--- src/rtl/fpu_sched.sv ---
// Round-robin front end sharing one pipelined single-precision FPU among N_REQ requesters.
// Results return in accept order through a credit-protected first-word fall-through FIFO.
module fpu_sched #(
    parameter int N_REQ     = 4,
    parameter int FPU_LAT   = 4,
    parameter int RSP_DEPTH = 8
) (
    input  logic                       clk,
    input  logic                       rst,
    input  logic [N_REQ-1:0]           req_valid,
    output logic [N_REQ-1:0]           req_ready,
    input  logic [3*N_REQ-1:0]         req_op,
    input  logic [2*N_REQ-1:0]         req_rmode,
    input  logic [32*N_REQ-1:0]        req_opa,
    input  logic [32*N_REQ-1:0]        req_opb,
    output logic [2:0]                 fpu_op,
    output logic [1:0]                 fpu_rmode,
    output logic [31:0]                fpu_opa,
    output logic [31:0]                fpu_opb,
    input  logic [31:0]                fpu_out,
    input  logic [7:0]                 fpu_flags,
    output logic                       rsp_valid,
    input  logic                       rsp_ready,
    output logic [$clog2(N_REQ)-1:0]   rsp_id,
    output logic [31:0]                rsp_out,
    output logic [7:0]                 rsp_flags,
    output logic                       rsp_err
);

    localparam int ID_W  = $clog2(N_REQ);
    localparam int TAGS  = FPU_LAT + 1;
    localparam int PTR_W = (RSP_DEPTH > 1) ? $clog2(RSP_DEPTH) : 1;
    localparam int CNT_W = $clog2(2 * (RSP_DEPTH + TAGS));
    localparam int ENT_W = ID_W + 1 + 8 + 32;

    function automatic logic [ID_W-1:0] id_inc(input logic [ID_W-1:0] i);
        return (i == ID_W'(N_REQ - 1)) ? '0 : i + 1'b1;
    endfunction

    function automatic logic [PTR_W-1:0] ptr_inc(input logic [PTR_W-1:0] p);
        return (p == PTR_W'(RSP_DEPTH - 1)) ? '0 : p + 1'b1;
    endfunction

    logic [ID_W-1:0]      rr_ptr;
    logic [ID_W-1:0]      cand;
    logic [ID_W-1:0]      gnt_id;
    logic                 found;
    logic                 acc_p0;
    logic                 credit_ok;
    logic [2:0]           acc_op;
    logic [CNT_W-1:0]     inflight;
    logic [CNT_W-1:0]     fifo_count;

    logic [TAGS-1:0]      tag_vld_p;
    logic [TAGS-1:0]      tag_err_p;
    logic [TAGS*ID_W-1:0] tag_id_p;

    logic                 cap_vld;
    logic                 cap_err;
    logic [ENT_W-1:0]     cap_entry;
    logic                 pop;
    logic [ENT_W-1:0]     fifo_mem [RSP_DEPTH];
    logic [PTR_W-1:0]     wr_ptr;
    logic [PTR_W-1:0]     rd_ptr;

    always_comb begin
        inflight = '0;
        for (int k = 0; k < TAGS; k++)
            inflight = inflight + CNT_W'(tag_vld_p[k]);
    end

    // A pop only frees credit once fifo_count has actually dropped.
    assign credit_ok = (inflight + fifo_count) < CNT_W'(RSP_DEPTH);

    always_comb begin
        found  = 1'b0;
        gnt_id = '0;
        cand   = rr_ptr;
        for (int k = 0; k < N_REQ; k++) begin
            if (!found && req_valid[cand]) begin
                found  = 1'b1;
                gnt_id = cand;
            end
            cand = id_inc(cand);
        end
        acc_p0    = found & credit_ok & ~rst;
        req_ready = '0;
        if (acc_p0)
            req_ready[gnt_id] = 1'b1;
    end

    assign acc_op = req_op[3*gnt_id +: 3];

    // Stage p0: issue to FPU; illegal ops leave the FPU inputs untouched.
    always_ff @(posedge clk or posedge rst) begin
        if (rst) begin
            rr_ptr    <= '0;
            fpu_op    <= '0;
            fpu_rmode <= '0;
            fpu_opa   <= '0;
            fpu_opb   <= '0;
        end else if (acc_p0) begin
            rr_ptr <= id_inc(gnt_id);
            if (!acc_op[2]) begin
                fpu_op    <= acc_op;
                fpu_rmode <= req_rmode[2*gnt_id +: 2];
                fpu_opa   <= req_opa[32*gnt_id +: 32];
                fpu_opb   <= req_opb[32*gnt_id +: 32];
            end
        end
    end

    // Tag pipeline: the extra stage lines the last tag up with the FPU output window.
    always_ff @(posedge clk or posedge rst) begin
        if (rst) begin
            tag_vld_p <= '0;
            tag_err_p <= '0;
            tag_id_p  <= '0;
        end else begin
            tag_vld_p <= {tag_vld_p[TAGS-2:0], acc_p0};
            tag_err_p <= {tag_err_p[TAGS-2:0], acc_p0 & acc_op[2]};
            tag_id_p  <= {tag_id_p[(TAGS-1)*ID_W-1:0], gnt_id};
        end
    end

    // Capture boundary: FPU result plus tag into the response FIFO.
    assign cap_vld   = tag_vld_p[TAGS-1];
    assign cap_err   = tag_err_p[TAGS-1];
    assign cap_entry = {tag_id_p[TAGS*ID_W-1 -: ID_W], cap_err,
                        cap_err ? 8'h00 : fpu_flags,
                        cap_err ? 32'h0 : fpu_out};

    assign rsp_valid = (fifo_count != '0);
    assign pop       = rsp_valid & rsp_ready;

    always_ff @(posedge clk) begin
        if (cap_vld)
            fifo_mem[wr_ptr] <= cap_entry;
    end

    always_ff @(posedge clk or posedge rst) begin
        if (rst) begin
            wr_ptr     <= '0;
            rd_ptr     <= '0;
            fifo_count <= '0;
        end else begin
            if (cap_vld)
                wr_ptr <= ptr_inc(wr_ptr);
            if (pop)
                rd_ptr <= ptr_inc(rd_ptr);
            fifo_count <= fifo_count + CNT_W'(cap_vld) - CNT_W'(pop);
        end
    end

    assign {rsp_id, rsp_err, rsp_flags, rsp_out} = rsp_valid ? fifo_mem[rd_ptr] : '0;

endmodule

--- config.mk ---
export PLATFORM = sky130hd
export DESIGN_NAME = fpu_sched
export DESIGN_NICKNAME = d
export VERILOG_FILES = /design/src/rtl/fpu_sched.sv
export SDC_FILE = /design/constraint.sdc
export NUM_CORES = 1
export LEC_CHECK = 0
export ABC_AREA = 1
export CORE_AREA = 4 4 183 319
export CTS_BUF_LIST = sky130_fd_sc_hd__clkbuf_8
export DETAILED_ROUTE_END_ITERATION = 6
export DIE_AREA = 0 0 187 323
export GPL_TIMING_DRIVEN = 0
export PLACE_DENSITY_LB_ADDON = 0.12
export SETUP_SLACK_MARGIN = 0.05
export SYNTH_ARGS = -nofsm -noshare
export SYNTH_HDL_FRONTEND = slang
export SYNTH_SLANG_ARGS = --single-unit
--- constraint.sdc ---
create_clock -name clk -period 6.6 [get_ports clk]
set_input_delay 0.99 -clock clk [delete_from_list [all_inputs] [get_ports clk]]
set_output_delay 0.99 -clock clk [all_outputs]
set_load 0.02 [all_outputs]
==> key figures, run 1 <==
Worst hold path
  – Hold endpoint: tag_id_p[3]
  – Hold_sp: tag_id_p[1]
  – Hold Path Class: reg -> reg
  – Worst Hold Depth: 0

Power
  – Final Total Pwr: 0.01521 W
  – Peak supply drop: 0.2992 mV
  – Power density over the cells: 534.0 nW/um^2
  – Leakage: 12.17 nW

Yosys
  – Post-synthesis cell area: 21570 sq um
  – Ys Warns: 0
  – Synth Area in XOR/XNOR: 0.1218%
  – Ys async rst share: 22.70%
  – Most common cell in the synthesized netlist: nand2_1
  – Dominant synthesized flop cell: edfxtp_1
  – Syn_nets: 2730
  – Share of the synthesized area in the top cell type: 47.89%
  – Synth area leaders: edfxtp_1 48%, dfrtp_1 12%, nand2_1 6.8%, nand3_1 6.7%, inv_1 6.1%
  – Largest family of logic cells by synthesized area: simple AND/OR/NAND/NOR gates
  – Post-synthesis mux area share: 0%
  – Leading area contributor after synthesis: edfxtp_1
  – Mapped Cells: 2386
  – Synth Area in Compound Gates: 7.842%
  – Simple-gate portion of the synthesized area: 21.76%
  – Post-synth EDFFs: 344
  – Sequential share of the synthesized area: 59.60%
  – Number of library cell types mapped by synthesis: 34
  – Synth top cells by count: 391 x nand2_1, 350 x inv_1, 344 x edfxtp_1
  – Yosys reg bits: 445
  – Adder-cell share of the synthesized area: 1.322%
  – Avg Cell Area, Syn: 9.041 sq um

Timing
  – Final Skew: 0.02286 ns
  – Slew headroom: 34.24%
  – Least-Margin Pin Slew: 0.9811 ns
  – Max Slew Vio Count: 0
  – Fin crit period: 5.603 ns
  – Hold slack: 0.3474 ns
  – Final Hold Fails: 0
  – RSZ-0062 raised after global routing: no
  – Setup-failing EPs final: 0
  – Max Clk Rate: 178.5 MHz
  – Post-route setup TNS: 0 ns
  – Final period util: 84.90%

CTS
  – Clock Latency Late Sink: 0.63 ns
  – H-Tree Depth: 3
  – Post-CTS Setup Repair Bufs: 0
  – CTS buffer count: 67
  – TritonCTS clock tree: built
  – Hold Buf Count CTS: 0
  – Sink Count: 445
  – Clock transition at path regs: 0.06 ns
  – Root buffer cell: clkbuf_8
  – Maximum clock path buffer count: 3
  – PostCTS Resize Cnt: 0

Place
  – Post-DP HPWL: 59260 microns
  – Final RePlAce weighted congestion: 0.9340
  – PortBufs: 438

Setup path
  – Crit path capture type: output pin
  – Crit Path Class: reg -> out
  – WP data required: 5.61 ns
  – Crit start category: register
  – RR Startpoint: fifo_count[0]
  – RR Endpoint: fpu_opa[19]
  – Worst Setup SP: fifo_count[0]
  – WP data arrival: 4.61 ns
  – Worst-path maximum fanout: 10
  – R2R depth: 12
  – Reg-to-reg slack, setup: 2.83 ns

Floorplanning
  – Die Span X: 187 microns
  – Initial Util: 38.64%
  – Core ar.: 55830 sq um
  – Die area: 60400 sq um
  – Die Ht: 323 microns
  – Std cell rows: 115
  – Total I/O pin count: 440

Detailed routing
  – DRC: 0
  – Post-DRT Antenna Nets: 0
  – Drt wl/cell: 21.58 microns
  – DRT Wirelength: 78930 microns
  – Pre-Repair DR Iteration Count: 7
  – Routed vias: 18994
  – DR vias/cell: 5.192
  – Starting DRT DRC Count: 1190

Global route
  – Gr usage total: 25.34%
  – Initial antenna violation count: 9
  – Largest net degree at the start of global routing: 59
  – Vias in the first global route: 19534
  – First-pass GRT wire length: 116600 microns
  – Grt total ovfl: 0

Outcome
  – Run status: complete, no violations

Final layout
  – Layout area overhead: 32.00%
  – Filler cells: 5297
  – Share of cells above drive strength 1: 5.763%
  – NumNets Final: 3249
  – Core Util, Final: 51.00%

Flow run
  – Max Cap Violations: 0
through the flow:
step	worst slack, ns	cell area (sq um)	std cells
after CTS	0.8260	28460	3652
after global routing	0.7069	28470	3657
after detailed placement	1.308	27170	3538
final	0.9966	28470	3658
after global placement	1.094	26830	3526
after floorplan	2.783	21570	2386
placed cells by master, fill, tap and decap left out, types with 18 or more instances in the layout:
master           instances
edfxtp_1               344
a31oi_1                 44
buf_1                   24
inv_1                  363
ha_1                    18
dfrtp_1                101
nand2_1                391
clkbuf_1                94
clkbuf_8                72
nor2_1                 315
o22ai_1                 43
nand3_1                287
o21ai_0                222
buf_2                   32
clkdlybuf4s50_1        438
nand4_1                 70
layout make-up:
class                   count  area [sq um]  area share, %
well taps                 702         878.3          3.085
repair buffers            450          4654          16.35
flip-flops and latches    445         12860          45.15
diodes                      6         15.01        0.05273
clock inverters            42         301.5          1.059
plain buffers             160         685.7          2.408
inverters                 354          1331          4.675
clock buffers              72         991.0          3.480
multi-input cells        1427          6760          23.74
critical path, stage by stage (launching register included):
cell and delay [ns]:
dfrtp_1 0.42, fa_1 0.54, inv_1 0.04, fa_1 0.36, inv_1 0.07, ha_1 0.23, nand4_1 0.09, nand2_1 0.07
a211o_1 0.26, nor3_2 0.74, inv_1 0.35, nor2_1 0.19, clkdlybuf4s50_1 0.63
kinds of logic (layout without fill, tap and decap cells):
family / Yosys count / after routing
and+or+nand+nor: 1087 / 1087
buffers and inverters: 514 / 1078
DFF: 445 / 445
AOI/OAI and AO/OA: 315 / 315
adders and majority gates: 21 / 21
xor gates and xnor gates: 3 / 3
other: 1 / 7
how the worst max path moves through the flow:
stage | endpoint | slack (ns)
finish | req_ready[1] | 1.0
global route | req_ready[3] | 0.71
CTS | req_ready[1] | 0.83
detailed placement | req_ready[0] | 1.31
global placement | fpu_opa[19] | 1.09
floorplan | req_ready[0] | 2.78
power by group:
group / total (W) / internal [W] / switching (W)
Clock: 0.00224 / 0.00117 / 0.00107
Sequential: 0.00378 / 0.00355 / 0.000229
Combinational: 0.00918 / 0.00300 / 0.00618
Total: 0.0152 / 0.00773 / 0.00748
state kept, by name (all words and copies together), names as in the netlist:
signal      flops
fifo_mem      344
tag_id_p       10
fpu_opa        32
tag_vld_p       5
fpu_op          2
fpu_opb        32
rd_ptr          3
fifo_count      5
rr_ptr          2
tag_err_p       5
wr_ptr          3
fpu_rmode       2
per-layer routing:
metal	track usage, %	share of wire (%)
met5	0	0.029
met4	10.80	3.9
met2	48.35	53
met1	26.72	36
met3	5.647	6.9
(Power assumes the default switching activity.)
==> run 2: changes to the inputs <==
clock period = 5.55 ns   (was 6.6 ns; I/O delays follow)
==> key figures, run 2 (synthesis results as in run 1) <==
Outcome
  – Run status: complete, no violations

Setup path
  – Cell Chain, Critical Path: clkbuf_1, clkbuf_1, clkbuf_1, nor2_1, nor2_1, o21ai_0, a31oi_1, clkdlybuf4s50_1
  – Slowest stage cell, crit path: clkdlybuf4s50_1
  – Worst-path maximum fanout: 10
  – Delay of the slowest critical-path stage: 0.71 ns
  – Crit start category: register
  – RR Startpoint: fifo_count[0]
  – CP Buf/Inv Count: 4
  – WP data arrival: 4.37 ns
  – WP data required: 4.72 ns
  – Crit path top cell by count: clkbuf_1
  – Crit Path Class: reg -> out
  – Crit path capture type: output pin
  – Top delay family on crit path: buffers and inverters
  – Worst Setup SP: rd_ptr[0]

Detailed routing
  – Starting DRT DRC Count: 1154
  – DRT Wirelength: 79090 microns
  – DR vias/cell: 5.199
  – Pre-Repair DR Iteration Count: 5
  – Post-DRT Antenna Nets: 0
  – Drt wl/cell: 21.62 microns
  – DRC: 0
  – Routed vias: 19022

Timing
  – Final period util: 93.80%
  – Fin crit period: 5.206 ns
  – Max Clk Rate: 192.1 MHz
  – Setup-failing EPs final: 0
  – RSZ-0062 raised after global routing: no
  – Final Skew: 0.02448 ns
  – Post-route setup TNS: 0 ns
  – Least-Margin Pin Slew: 0.8833 ns
  – Final Hold Fails: 0
  – Slew headroom: 40.97%
  – Max Slew Vio Count: 0

Global route
  – First-pass GRT wire length: 116700 microns
  – Initial antenna violation count: 9
  – Vias in the first global route: 19534
  – Grt total ovfl: 0
  – Largest net degree at the start of global routing: 59
  – Gr usage total: 25.34%

Floorplanning
  – Die Ht: 323 microns
  – Total I/O pin count: 440
  – Initial Util: 38.64%
  – Die Span X: 187 microns
  – Core ar.: 55830 sq um
  – Die area: 60400 sq um
  – Std cell rows: 115

Final layout
  – Share of cells above drive strength 1: 5.763%
  – NumNets Final: 3249
  – Largest regs: fifo_mem x344, fpu_opa x32, fpu_opb x32
  – Core Util, Final: 51.02%
  – Layout area overhead: 32.04%
  – Largest register FFs: 344
  – Largest register by flop count: fifo_mem
  – Most common cell after layout, fill and taps aside: clkdlybuf4s50_1
  – Most frequent cells in the layout: 438 x clkdlybuf4s50_1, 391 x nand2_1, 363 x inv_1
  – Final Cell Area: 28480 sq um

Place
  – Placed cell areas: 27170 sq um
  – PortBufs: 438
  – Post-DP HPWL: 59260 microns
  – Final RePlAce weighted congestion: 0.9340

Worst hold path
  – Hold Path Class: reg -> reg
  – Hold_sp: tag_id_p[1]

CTS
  – Sink Count: 445
  – Maximum clock path buffer count: 3
  – Post-CTS Setup Repair Bufs: 0
  – CTS buffer count: 67
  – Root buffer cell: clkbuf_8
  – Clock transition at path regs: 0.06 ns
  – TritonCTS clock tree: built
  – H-Tree Depth: 3
  – Clock Latency Late Sink: 0.64 ns

Flow run
  – Max Cap Violations: 0

Power
  – Peak supply drop: 0.3575 mV
  – Leakage: 12.17 nW
  – Power density over the cells: 635.7 nW/um^2
[run 2: cell types whose count changed in the layout (fill, tap and decap cells not counted)]
cell,before,now
diode_2,6,7
nor3_2,1,0
nor3_4,0,1
[run 2: power breakdown]
group	internal (W)	total, W	switching, W
clock	0.00139	0.00268	0.00128
sequential	0.00423	0.00450	0.000273
combinational	0.00357	0.0109	0.00736
total	0.00919	0.0181	0.00892
[run 2: through the flow]
step | setup slack, ns | power, W | cells | hold slack, ns
after global placement | 0.2014 | 0.01534 | 3526 | 0.3324
after detailed placement | 0.5732 | 0.01547 | 3538 | 0.3347
after CTS | 0.2655 | 0.01819 | 3652 | 0.3489
after global routing | 0.1465 | 0.01938 | 3657 | 0.3555
after floorplan | 1.890 | 0.01111 | 2386 | 0.3312
final | 0.3442 | 0.01811 | 3659 | 0.3474
[run 2: cell type report]
| type | count | area (sq um) |
|---|---|---|
| inverter | 354 | 1331 |
| timing repair buffer | 450 | 4654 |
| clock inverter | 42 | 301.5 |
| buffer | 160 | 685.7 |
| clock buffer | 72 | 991.0 |
| sequential | 445 | 12860 |
| tap | 702 | 878.3 |
| antenna | 7 | 17.52 |
| fill | 5297 | 27350 |
| multi-input combinational | 1427 | 6766 |
[run 2: what timing repair did]
| item | CTS | global route |
|---|---|---|
| hold buffers | 0 | 0 |
| hold endpoints to repair | 0 | 0 |
| gates resized for setup | 1 | 0 |
| setup endpoints to repair | 4 | 0 |
[run 2: path summary, 6_finish.rpt]
| check | end | slack, ns | cells past startpoint |
|---|---|---|---|
| min | tag_id_p[3] | 0.35 | 0 |
| min reg2reg | tag_id_p[3] | 0.35 | 0 |
| min in group asynchronous | rd_ptr[1] | 0.73 | 2 |
| max reg2reg | fpu_rmode[1] | 1.98 | 12 |
| max in group asynchronous | fpu_opa[11] | 4.08 | 3 |
| max | rsp_flags[6] | 0.34 | 8 |
[run 2: metal layers]
layer,vias to the layer above,global-route usage (%),wire (microns)
li1,8958,-,-
met2,798,48.37,42430
met1,9099,26.72,27990
met4,4,10.80,3044
met5,-,0,23
met3,163,5.647,5605
==> run 3: changes to the inputs <==
CAP_MARGIN = 20   (was unset)
CORE_AREA = 4 4 208 362   (was 4 4 183 319)
DIE_AREA = 0 0 212 366   (was 0 0 187 323)
GPL_TIMING_DRIVEN = unset   (was 0)
==> key figures, run 3 (synthesis results as in run 1) <==
Final layout
  – Most frequent cells in the layout: 438 x clkdlybuf4s50_1, 391 x nand2_1, 364 x inv_1
  – Area of the multi-input gates: 6798 sq um
  – Final Cell Area: 28240 sq um
  – NumNets Final: 3119
  – Most common cell after layout, fill and taps aside: clkdlybuf4s50_1
  – Largest regs: fifo_mem x344, fpu_opa x32, fpu_opb x32
  – Largest register by flop count: fifo_mem
  – Layout area overhead: 30.90%
  – Seq. cell area: 12860 sq um
  – Filler cells: 7349
  – Core Util, Final: 38.89%
  – Share of cells above drive strength 1: 5.654%
  – Largest register FFs: 344

Global route
  – Gr usage total: 18.94%
  – First-pass GRT wire length: 113700 microns
  – Vias in the first global route: 18926
  – Grt total ovfl: 0
  – Initial antenna violation count: 11
  – Largest net degree at the start of global routing: 175

Setup path
  – Reg-to-reg slack, setup: 1.75 ns
  – Crit path capture type: output pin
  – Worst-path maximum fanout: 7
  – Crit start category: register
  – WP data required: 4.72 ns
  – WP data arrival: 3.84 ns
  – Crit Path Class: reg -> out

Detailed routing
  – Pre-Repair DR Iteration Count: 5
  – Drt wl/cell: 20.08 microns
  – DR vias/cell: 4.852
  – DRC: 0
  – Post-DRT Antenna Nets: 0
  – Starting DRT DRC Count: 917
  – DRT Wirelength: 75640 microns
  – Routed vias: 18272

Timing
  – Fin crit period: 4.668 ns
  – Max Slew Vio Count: 0
  – Post-route setup TNS: 0 ns
  – Final period util: 84.11%
  – Final Hold Fails: 0
  – Final Skew: 0.02645 ns
  – Slew headroom: 32.91%
  – RSZ-0062 raised after global routing: no
  – Final setup margin: 0.8818 ns
  – Least-Margin Pin Slew: 1.006 ns
  – Setup-failing EPs final: 0
  – Max Clk Rate: 214.2 MHz

Floorplanning
  – Total I/O pin count: 440
  – Core ar.: 72610 sq um
  – Die Ht: 366 microns
  – Die area: 77590 sq um
  – Initial Util: 29.71%
  – Std cell rows: 131
  – Die Span X: 212 microns

Place
  – PortBufs: 438
  – Placed cell areas: 26890 sq um
  – Final RePlAce weighted congestion: 0.8877
  – Pre-CTS worst setup slack: 1.138 ns
  – Post-DP HPWL: 48630 microns

Power
  – Peak supply drop: 0.7778 mV
  – Power density over the cells: 619.8 nW/um^2
  – Leakage: 12.00 nW

CTS
  – Post-CTS Setup Repair Bufs: 0
  – Maximum clock path buffer count: 3
  – Clock Latency Late Sink: 0.62 ns
  – Clock transition at path regs: 0.06 ns
  – Sink Count: 445
  – CTS buffer count: 71
  – Root buffer cell: clkbuf_8
  – PostCTS Resize Cnt: 0
  – Hold Buf Count CTS: 0
  – TritonCTS clock tree: built
  – H-Tree Depth: 3

Worst hold path
  – Hold Path Class: reg -> reg

Flow run
  – Max Cap Violations: 0

Outcome
  – Run status: complete, no violations
run 3: cell types whose count changed in the layout (fill, tap and decap cells not counted), sizes merged:
cell	change
clkinv	+12
inv	+5
bufinv	-1
clkinvlp	-3
buf	-40
diode	-2
clkbuf	-93
run 3: final cells by class:
type	instances	share of cell area, %
Clock buffer	73	3.558
Tap cell	931	4.125
Inverter	354	4.723
Multi-Input combinational cell	1427	24.07
Antenna cell	5	0.04431
Clock inverter	55	1.165
Timing Repair Buffer	476	16.76
Sequential cell	445	45.55
run 3: path summary, 6_finish.rpt:
path / cells past startpoint / start / end
hold / removal: 0 / tag_id_p[4] / tag_id_p[6]
min in group asynchronous: 2 / rst / rd_ptr[0]
setup reg to reg: 15 / rr_ptr[0] / fpu_opa[28]
hold reg to reg: 0 / tag_id_p[4] / tag_id_p[6]
setup / recovery: 12 / fifo_count[0] / req_ready[2]
max in group asynchronous: 3 / rst / fpu_opa[14]
run 3: report_power, final:
part | internal, W | switching [W] | leakage [nW]
Sequential | 0.00423 | 0.000271 | 4.39
Combinational | 0.00333 | 0.00695 | 6.86
Clock | 0.00138 | 0.00133 | 0.751
run 3: worst max-delay path, cell delays in order, from the launching register on:
cell	delay, ns
dfrtp_1	0.43
fa_1	0.55
inv_1	0.05
fa_1	0.35
inv_1	0.06
ha_1	0.22
nand4_1	0.09
nand2_1	0.10
a211o_1	0.32
nor3_4	0.13
inv_1	0.17
nor2_1	0.14
clkdlybuf4s50_1	0.62
run 3: per-layer routing:
layer	GRT usage, %	share of wire, %	vias up
li1	-	-	8700
met5	0	0.017	-
met3	5.577	8.0	122
met1	23.04	41	8770
met2	31.97	48	678
met4	6.288	3.0	2
run 3: per-stage QoR:
stage | std cells | hold slack, ns | power, W
floorplan | 2386 | 0.3312 | 0.01111
CTS | 3761 | 0.3371 | 0.01779
global route | 3765 | 0.3357 | 0.01895
finish | 3766 | 0.3358 | 0.01750
detailed placement | 3633 | 0.3346 | 0.01499
global placement | 3633 | 0.3340 | 0.01490
